[config.mk]
export PLATFORM = sky130hd
export DESIGN_NAME = instruction_fetch_unit
export DESIGN_NICKNAME = d
export VERILOG_FILES = /design/src/rtl/instruction_fetch_unit_pkg.sv /design/src/rtl/instruction_fetch_unit_fetch_pc_counter.sv /design/src/rtl/instruction_fetch_unit.sv
export SDC_FILE = /design/constraint.sdc
export NUM_CORES = 1
export LEC_CHECK = 0
export BUFFER_PORTS_ARGS = -buffer_cell sky130_fd_sc_hd__buf_2
export CORE_MARGIN = 1.5
export CORE_UTILIZATION = 49
export CTS_BUF_LIST = sky130_fd_sc_hd__clkbuf_4 sky130_fd_sc_hd__clkbuf_8
export CTS_CLUSTER_DIAMETER = 40
export DETAILED_ROUTE_END_ITERATION = 6
export PLACE_DENSITY_LB_ADDON = 0.05
export SETUP_SLACK_MARGIN = 0.3
export SKIP_CTS_REPAIR_TIMING = 1
export SYNTH_ARGS = -nofsm -noshare
export SYNTH_HDL_FRONTEND = slang
export SYNTH_HIERARCHICAL = 1
export SYNTH_SLANG_ARGS = --single-unit
[constraint.sdc]
create_clock -name clk -period 2.1 [get_ports clk]
set_clock_uncertainty 0.05 [all_clocks]
set_input_delay 0.42 -clock clk [delete_from_list [all_inputs] [get_ports clk]]
set_output_delay 0.42 -clock clk [all_outputs]
set_load 0.02 [all_outputs]
[src/rtl/instruction_fetch_unit_pkg.sv]
// Shared fetch-path definitions: FSM states, instruction field layout and defaults
// used by the fetch unit, instruction register and decoder.
package instruction_fetch_unit_pkg;

    localparam int unsigned IFU_ADDR_W      = 8;
    localparam logic [3:0]  IFU_HALT_OPCODE = 4'hF;

    localparam int unsigned OPC_HI = 7;
    localparam int unsigned OPC_LO = 4;
    localparam int unsigned ARG_HI = 3;
    localparam int unsigned ARG_LO = 0;

    typedef enum logic [2:0] {
        IDLE,
        REQ,
        WAIT,
        PRESENT,
        HALT
    } ifu_state_e;

    function automatic logic [3:0] opcode_of(input logic [7:0] ins);
        return ins[OPC_HI:OPC_LO];
    endfunction

    function automatic logic [3:0] operand_of(input logic [7:0] ins);
        return ins[ARG_HI:ARG_LO];
    endfunction

endpackage

[src/rtl/instruction_fetch_unit_fetch_pc_counter.sv]
// Program counter register: reset value, wrap-around increment, and a jump load
// that takes priority over the increment.
module fetch_pc_counter #(
    parameter int unsigned         ADDR_W   = 8,
    parameter logic [ADDR_W-1:0]   RESET_PC = '0
) (
    input  logic              clk_i,
    input  logic              clb_i,
    input  logic              inc_i,
    input  logic              load_i,
    input  logic [ADDR_W-1:0] load_val_i,
    output logic [ADDR_W-1:0] pc_o
);

    logic [ADDR_W-1:0] pc_q;
    logic [ADDR_W-1:0] pc_d;

    always_comb begin
        pc_d = pc_q;
        if (load_i) begin
            pc_d = load_val_i;
        end else if (inc_i) begin
            pc_d = pc_q + ADDR_W'(1);
        end
    end

    always_ff @(posedge clk_i) begin
        if (clb_i) begin
            pc_q <= RESET_PC;
        end else begin
            pc_q <= pc_d;
        end
    end

    assign pc_o = pc_q;

endmodule

[src/rtl/instruction_fetch_unit.sv]
// Instruction fetch: issues one memory read per instruction, waits out the memory
// latency, then offers the captured word to the instruction register.
module instruction_fetch_unit
    import instruction_fetch_unit_pkg::*;
#(
    parameter int unsigned       ADDR_W      = IFU_ADDR_W,
    parameter int unsigned       MEM_LAT     = 1,
    parameter logic [ADDR_W-1:0] RESET_PC    = '0,
    parameter logic [3:0]        HALT_OPCODE = IFU_HALT_OPCODE
) (
    input  logic              clk,
    input  logic              clb,
    input  logic              run,
    output logic [ADDR_W-1:0] imem_addr,
    output logic              imem_rd,
    input  logic [7:0]        imem_data,
    output logic [7:0]        instr,
    output logic              load_ir,
    input  logic              ir_ready,
    input  logic              jump,
    input  logic [ADDR_W-1:0] jump_target,
    output logic [ADDR_W-1:0] pc,
    output logic              halted
);

    ifu_state_e state_q, state_d;
    logic [2:0] cnt_q, cnt_d;
    logic [7:0] instr_q, instr_d;
    logic       pc_inc;

    always_comb begin
        state_d = state_q;
        cnt_d   = cnt_q;
        instr_d = instr_q;
        pc_inc  = 1'b0;
        case (state_q)
            IDLE: begin
                if (run) state_d = REQ;
            end
            REQ: begin
                cnt_d   = 3'(MEM_LAT - 1);
                state_d = WAIT;
            end
            WAIT: begin
                if (cnt_q == 3'd0) begin
                    instr_d = imem_data;
                    state_d = PRESENT;
                end else begin
                    cnt_d = cnt_q - 3'd1;
                end
            end
            PRESENT: begin
                if (ir_ready) begin
                    pc_inc = 1'b1;
                    if (opcode_of(instr_q) == HALT_OPCODE) state_d = HALT;
                    else if (run)                          state_d = REQ;
                    else                                   state_d = IDLE;
                end
            end
            HALT: begin
                state_d = HALT;
            end
            default: state_d = IDLE;
        endcase
        // A redirect overrides everything, including a capture due this cycle.
        if (jump) begin
            state_d = REQ;
            instr_d = instr_q;
        end
    end

    always_ff @(posedge clk) begin
        if (clb) begin
            state_q <= IDLE;
            cnt_q   <= 3'd0;
            instr_q <= 8'h00;
        end else begin
            state_q <= state_d;
            cnt_q   <= cnt_d;
            instr_q <= instr_d;
        end
    end

    fetch_pc_counter #(
        .ADDR_W   (ADDR_W),
        .RESET_PC (RESET_PC)
    ) u_pc (
        .clk_i      (clk),
        .clb_i      (clb),
        .inc_i      (pc_inc),
        .load_i     (jump),
        .load_val_i (jump_target),
        .pc_o       (pc)
    );

    assign imem_rd   = (state_q == REQ);
    assign imem_addr = pc;
    assign load_ir   = (state_q == PRESENT);
    assign halted    = (state_q == HALT);
    assign instr     = instr_q;

endmodule

* After elaboration in Yosys (flattened, before gate mapping)
Index checks and enable logic that the tools add are counted.
Word-level totals: bits in registers 22, input port bits 21, output and inout bits 27, word-level logic and storage cells 42
Cells by class: $add $sub $neg 2, eq/ne operators 12, multiplexer cells 13, bitwise operators 1, reductions and logical operators 9
Operators with widths (number):
- 8-bit two-way mux | 2
- 3-bit two-way mux | 5
- 3-bit one-hot mux with 5 select lines | 1
- 3-bit AND reduction | 3
- 8-bit by 1-bit adder with 8-bit output (second input constant) | 1
- 3-bit by 2-bit equality test with 1-bit output (second input constant) | 2
- 3-bit logical NOT | 2
- 2-bit != test (second input constant) | 3
- 3-bit != test (second input constant) | 2
- 3-bit one-hot mux with 2 select lines | 1
- 4-bit equality test (second input constant) | 1
- 1-bit two-way mux | 4
- 2-bit nonzero test | 2
- 3-bit by 1-bit equality test with 1-bit output (second input constant) | 1
- 3-bit equality test (second input constant) | 1
- 3-bit by 1-bit != test with 1-bit output (second input constant) | 1
- 3-bit by 1-bit subtractor with 3-bit output (second input constant) | 1
- 2-bit by 1-bit != test with 1-bit output (second input constant) | 1
- 2-bit AND reduction | 1
- 2-bit OR reduction | 1
- 1-bit inverter | 1

* Logic depth before layout (Yosys ltp)
depth in word-level cells 5, depth in mapped cells 7, depth with buffers taken out 6

* Modules after synthesis
Netlist, hierarchy kept.
Modules (own cells, without submodules):
- instruction_fetch_unit | times used 1, cells an instance 80, area each 720.7 µm²
- fetch_pc_counter | times used 1, cells an instance 53, area each 464.2 µm²

* Least setup slack after synthesis
Ideal clock, no wire load.
path type reg2reg, from register state_q[0], to register u_pc.pc_q[7], in the netlist u_pc/pc_o[7], library setup time 79 ps, data arrival time 1895 ps, setup slack 76 ps, stages on the path, launching flop included 7, buffers on the path 1, clock period less this slack 2024 ps, path through dfxtp_1 > and3b_2 > and2_1 > buf_6 > or3b_1 > or4_1 > o211ai_1
Between the ends: longest elaborated chain between the ends 3
Ends and longest elaborated chain:
- start, declared | line instruction_fetch_unit.sv:26 | ifu_state_e state_q, state_d;
- start signal, assigned | line instruction_fetch_unit.sv:78 | state_q <= state_d;
- 3-bit by 2-bit equality test with 1-bit output
- via load_ir | line instruction_fetch_unit.sv:18 | output logic load_ir,
- 1-bit two-way mux | line instruction_fetch_unit.sv:36 | case (state_q)
- via pc_inc | line instruction_fetch_unit.sv:29 | logic pc_inc;
- 2-bit nonzero test (no line)
- end signal, assigned | line instruction_fetch_unit_fetch_pc_counter.sv:31 | pc_q <= pc_d;
- end, declared | line instruction_fetch_unit_fetch_pc_counter.sv:15 | logic [ADDR_W-1:0] pc_q;
The timed path passes the listed nets, and every way through them passes these cells. A chain may end at the register's enable or synchronous reset.

* Worst setup path in the final report
from register state_q[2], to register u_pc.pc_q[5], in the netlist u_pc/pc_o[5]
Between the ends: longest elaborated chain between the ends 3
Ends and longest elaborated chain (line):
- 3-bit by 2-bit equality test with 1-bit output | instruction_fetch_unit.sv:36
- 1-bit two-way mux | instruction_fetch_unit.sv:36
- via pc_inc | instruction_fetch_unit.sv:29
- 2-bit nonzero test (no line)
The timed path passes the listed nets, and every way through them passes these cells.

==> results.txt <==
- Starting DRC count in detailed routing: 17
- Clock period minus worst slack: 1.761 ns
- Worst-path cell chain: and3b_2 -> and2_4 -> or3b_1 -> or4_1 -> o211ai_1
- Final Instance Count excl. Fillers: 199
* Row count: 17
- The critical path contains buffers and inverters numbering 0 combined.
- Each instance of the synthesized netlist takes up on average 8.909 sq um.
- Antenna violations before repair: 0
* DIE AREA: 2722 sq um
- 0 antenna diodes ended up in the layout.
- Counting every net in the synthesized netlist gives 157.
- In this run the worst setup path terminates at u_pc/pc_o[5]$_SDFFE_PP0P_.
* Gate family responsible for the most delay along the worst path: simple AND/OR/NAND/NOR gates
- Entering global routing, the biggest net connects 24 pins.
- In the synthesized netlist the async set-or-reset flop fraction comes to 0.
* Post-route DRC: 0
- In the final design database the tool counted 197 nets.
- In this run the tightest slew margin relative to its limit is 0.7437.
- Leak pwr: 0.0006914 uW
- For this block, wires on met1 add up to 1184 microns.
- Netlist Area Pre-Place: 1185 sq um
- Via/cell ratio: 5.422
- The total area inside the core boundary comes to 2255 sq um.
- Initial Util: 0.5255
- On the critical path, the stage with the largest delay is an instance of or4_1.
* Count of cell instances traversed by the critical path: 5
- Largest voltage drop on the vdd net: 0.4311 mV
- Cell chosen for the clock root: clkbuf_4
- After synthesis, the largest family of logic cells by area is simple AND/OR/NAND/NOR gates.
* Highest fanout seen on the critical path: 9
- CTS Buffer Depth: 2
* Drt total wl: 2530 microns
- Detailed Routing Iterations Pass 1: 4
- Pin placement for this block handled 48 I/O pins.
- Number of synthesis warnings: 6
* First-pass GRT wire length: 4064 microns
- Detailed routing placed a total of 1158 microns of wire on met2.
* Class of the worst hold path: input pin to flop
- Vias: 1079
- In the final routed layout, each cell accounts on average for 12.71 microns.
* Predominant post-synthesis flop cell: dfxtp_1
* Clock buffers created by TritonCTS: 3
* Met3 WL: 140 microns
- In this run the critical register-to-register path is launched from state_q[2]$_SDFFE_PP0P_.
* Category of the critical setup timing path: flop to flop
* Worst setup path start: state_q[2]$_SDFFE_PP0P_
* Total Routing Usage GR: 0.2047
- Area delta synth->final: 18.80%
- The via count of the first global-routing pass came to 926.
- The flow ran to the end, and the final reports show no timing, DRC or antenna violations.
* Number of endpoints with negative hold slack in the final report: 0
- Arrival time at the worst endpoint: 1.95 ns
- Clock Sinks: 22
* Half-perimeter wire length after placement: 1839 microns
- Max Transition Viols Final: 0
- Buffers placed on the I/O ports in this run total 47.
- Counting tap cells, the placed design contains a total of 195 instances.
* Element type at the critical path start: flop
- Cell area power density: 567.4 nW/um^2
- Remaining number of nets flagged by the antenna check after routing: 0
* Count of cells along the worst register-to-register path: 5
- Cells after synthesis: 133
- Global route total overflow: 0
- For the worst setup path, the data required time is 2.29 ns.
* Clock transition at the registers of the reported paths: 0.12 ns
* Max frequency: 0.5679 GHz
- Largest incremental delay on the critical path: 0.41 ns
- CTS built an H-tree with a depth of 1.
* RSZ-0062 raised after global routing: true
- Total power for the finished layout comes to 798.7 uW.
- Setup violations remaining at the end of the flow were counted as 0.
* # fillers: 231
* Critical path endpoint category: flop
* Die width: 52.18 microns
* Max Cap Violations: 0
- In the finished design, the share of the clock period the worst path needs comes to 0.8385.
- For the pin with the worst max-slew slack, the measured transition is 0.3748 ns.
- Summed over all failing endpoints, the final setup total negative slack is 0 ns.
- Synth Area in Adders: 0.03168
* Global placer's final weighted congestion: 0.7506
* Total of flip-flops plus latches after synthesis: 22
- The die is 52.18 microns tall.
- For flop-to-flop paths, the worst setup slack is 0.34 ns.
- Share of synthesized area occupied by flip-flops and latches: 0.3717
* CTS tree: done
- Of the cells placed in the final design, the portion with a size suffix greater than 1 is 0.3684.
* Number of distinct standard cells referenced by the synthesized netlist: 34
- The portion of synthesized area spent on multiplexers is 0.09398.
* Post-Synth Simple-Gate Area: 0.2249
* Layout Utilization: 0.6243
- At the later pin of the worst-skew pair, clock insertion delay measures 0.31 ns.
- The endpoint identified for the worst register-to-register timing path is u_pc/pc_o[5]$_SDFFE_PP0P_.
- In this run the top signal layer used is met4.
- Number of enable-type register cells in the synthesized netlist: 0
* Minimum hold slack: 0.2830 ns
- Post-Synth XOR/XNOR Area: 0.02957
- The fraction of the mapped netlist area in compound gates is 0.1362.
## synthesized netlist by cell type, drive strengths merged (2+ instances only)
| cell | instances | area [sq um] |
|---|---|---|
| a211oi | 4 | 30.03 |
| buf | 12 | 97.59 |
| or4 | 4 | 30.03 |
| inv | 6 | 22.52 |
| xor2 | 4 | 35.03 |
| ha | 3 | 37.54 |
| or3 | 2 | 12.51 |
| nor3 | 3 | 15.01 |
| nor2 | 15 | 56.30 |
| a21oi | 8 | 40.04 |
| dfxtp | 22 | 440.4 |
| nand4 | 3 | 18.77 |
| mux2i | 10 | 100.1 |
| nand3 | 3 | 15.01 |
| o21ai | 3 | 15.01 |
| nor3b | 4 | 30.03 |
| nand2 | 6 | 22.52 |
| or3b | 2 | 17.52 |
| o211ai | 5 | 37.54 |
## layer usage
| metal | vias to the layer above | track usage |
|---|---|---|
| met4 | 0 | 0.1026 |
| met5 | - | 0 |
| met2 | 37 | 0.3165 |
| met3 | 4 | 0.03429 |
| li1 | 543 | - |
| met1 | 495 | 0.2752 |
## cell families (layout without fill, tap and decap cells)
logic type,count (synthesis),count (layout)
flip-flops,22,22
AND/OR/NAND/NOR,48,48
buffers and inverters,20,58
AO/OA/AOI/OAI,25,25
multiplexers,11,11
adder cells (fa/ha/maj),3,3
XOR/XNOR,4,4
## registers in the layout, indices dropped and copies added, names as in the netlist
signal,count
instr,8
u_pc/pc_o,8
cnt_q,3
state_q,3
## final cells by class
cell class | count | area, sq um | area share
Timing Repair Buffer | 49 | 250.2 | 0.1778
Inverter | 6 | 22.52 | 0.01600
Tap cell | 28 | 35.03 | 0.02489
Clock buffer | 3 | 22.52 | 0.01600
Sequential cell | 22 | 449.2 | 0.3191
Multi-Input combinational cell | 91 | 628.1 | 0.4462
## worst min path at each step
stage,start,endpoint,slack [ns],cells past startpoint
after global routing,jump_target[1],u_pc/pc_o[1]$_SDFFE_PP0P_,0.28,3
after CTS,jump_target[1],u_pc/pc_o[1]$_SDFFE_PP0P_,0.28,3
after detailed placement,cnt_q[1]$_SDFFE_PP0P_,cnt_q[1]$_SDFFE_PP0P_,0.42,2
after global placement,cnt_q[1]$_SDFFE_PP0P_,cnt_q[1]$_SDFFE_PP0P_,0.42,2
final,imem_data[0],instr[0]$_SDFFE_PP0P_,0.28,3
after floorplan,cnt_q[1]$_SDFFE_PP0P_,cnt_q[1]$_SDFFE_PP0P_,0.40,2
## worst register-to-register path, stage by stage, from the launching register on
cell,delay (ns)
dfxtp_2,0.37
and3b_2,0.27
and2_4,0.16
or3b_1,0.35
or4_1,0.41
o211ai_1,0.09
## per-stage QoR
stage                     setup slack (ns)  area [sq um]
final                               0.3392          1408
after global routing                0.2804          1408
after CTS                           0.2172          1380
after detailed placement            0.2525          1358
after global placement              0.2991          1358
after floorplan                     0.2190          1194
## cell usage in the layout (no fill, tap or decap)
| cell | count |
|---|---|
| nor3b_1 | 4 |
| ha_1 | 3 |
| dfxtp_4 | 2 |
| mux2_2 | 1 |
| nor2b_2 | 1 |
| a21boi_2 | 1 |
| nor2_1 | 15 |
| a211oi_1 | 4 |
| buf_4 | 2 |
| nand2_1 | 6 |
| or3_1 | 1 |
| inv_1 | 6 |
| xor2_1 | 4 |
| and2_4 | 1 |
| and3b_2 | 1 |
| nand4_1 | 3 |
| clkbuf_4 | 3 |
| o22ai_1 | 1 |
| o21ai_0 | 3 |
| nand2b_1 | 1 |
| o31a_1 | 1 |
| nor3_2 | 1 |
| buf_2 | 47 |
| dfxtp_2 | 1 |
| or3_4 | 1 |
| o21a_1 | 1 |
| mux2i_1 | 10 |
| a2111oi_0 | 1 |
| nand3_1 | 3 |
| or4_1 | 4 |
| or3b_1 | 2 |
| dfxtp_1 | 19 |
| or2b_2 | 1 |
| a21oi_1 | 8 |
| and4_1 | 1 |
| o211ai_1 | 5 |
| nor3_1 | 2 |
## report_power, final
part / switching [uW] / internal (uW) / total, uW
Sequential: 22.5 / 434 / 456
Combinational: 83.5 / 61.7 / 145
Clock: 130 / 67.1 / 197
Total: 236 / 563 / 799
Note: power is estimated with default switching activity, not from simulation.
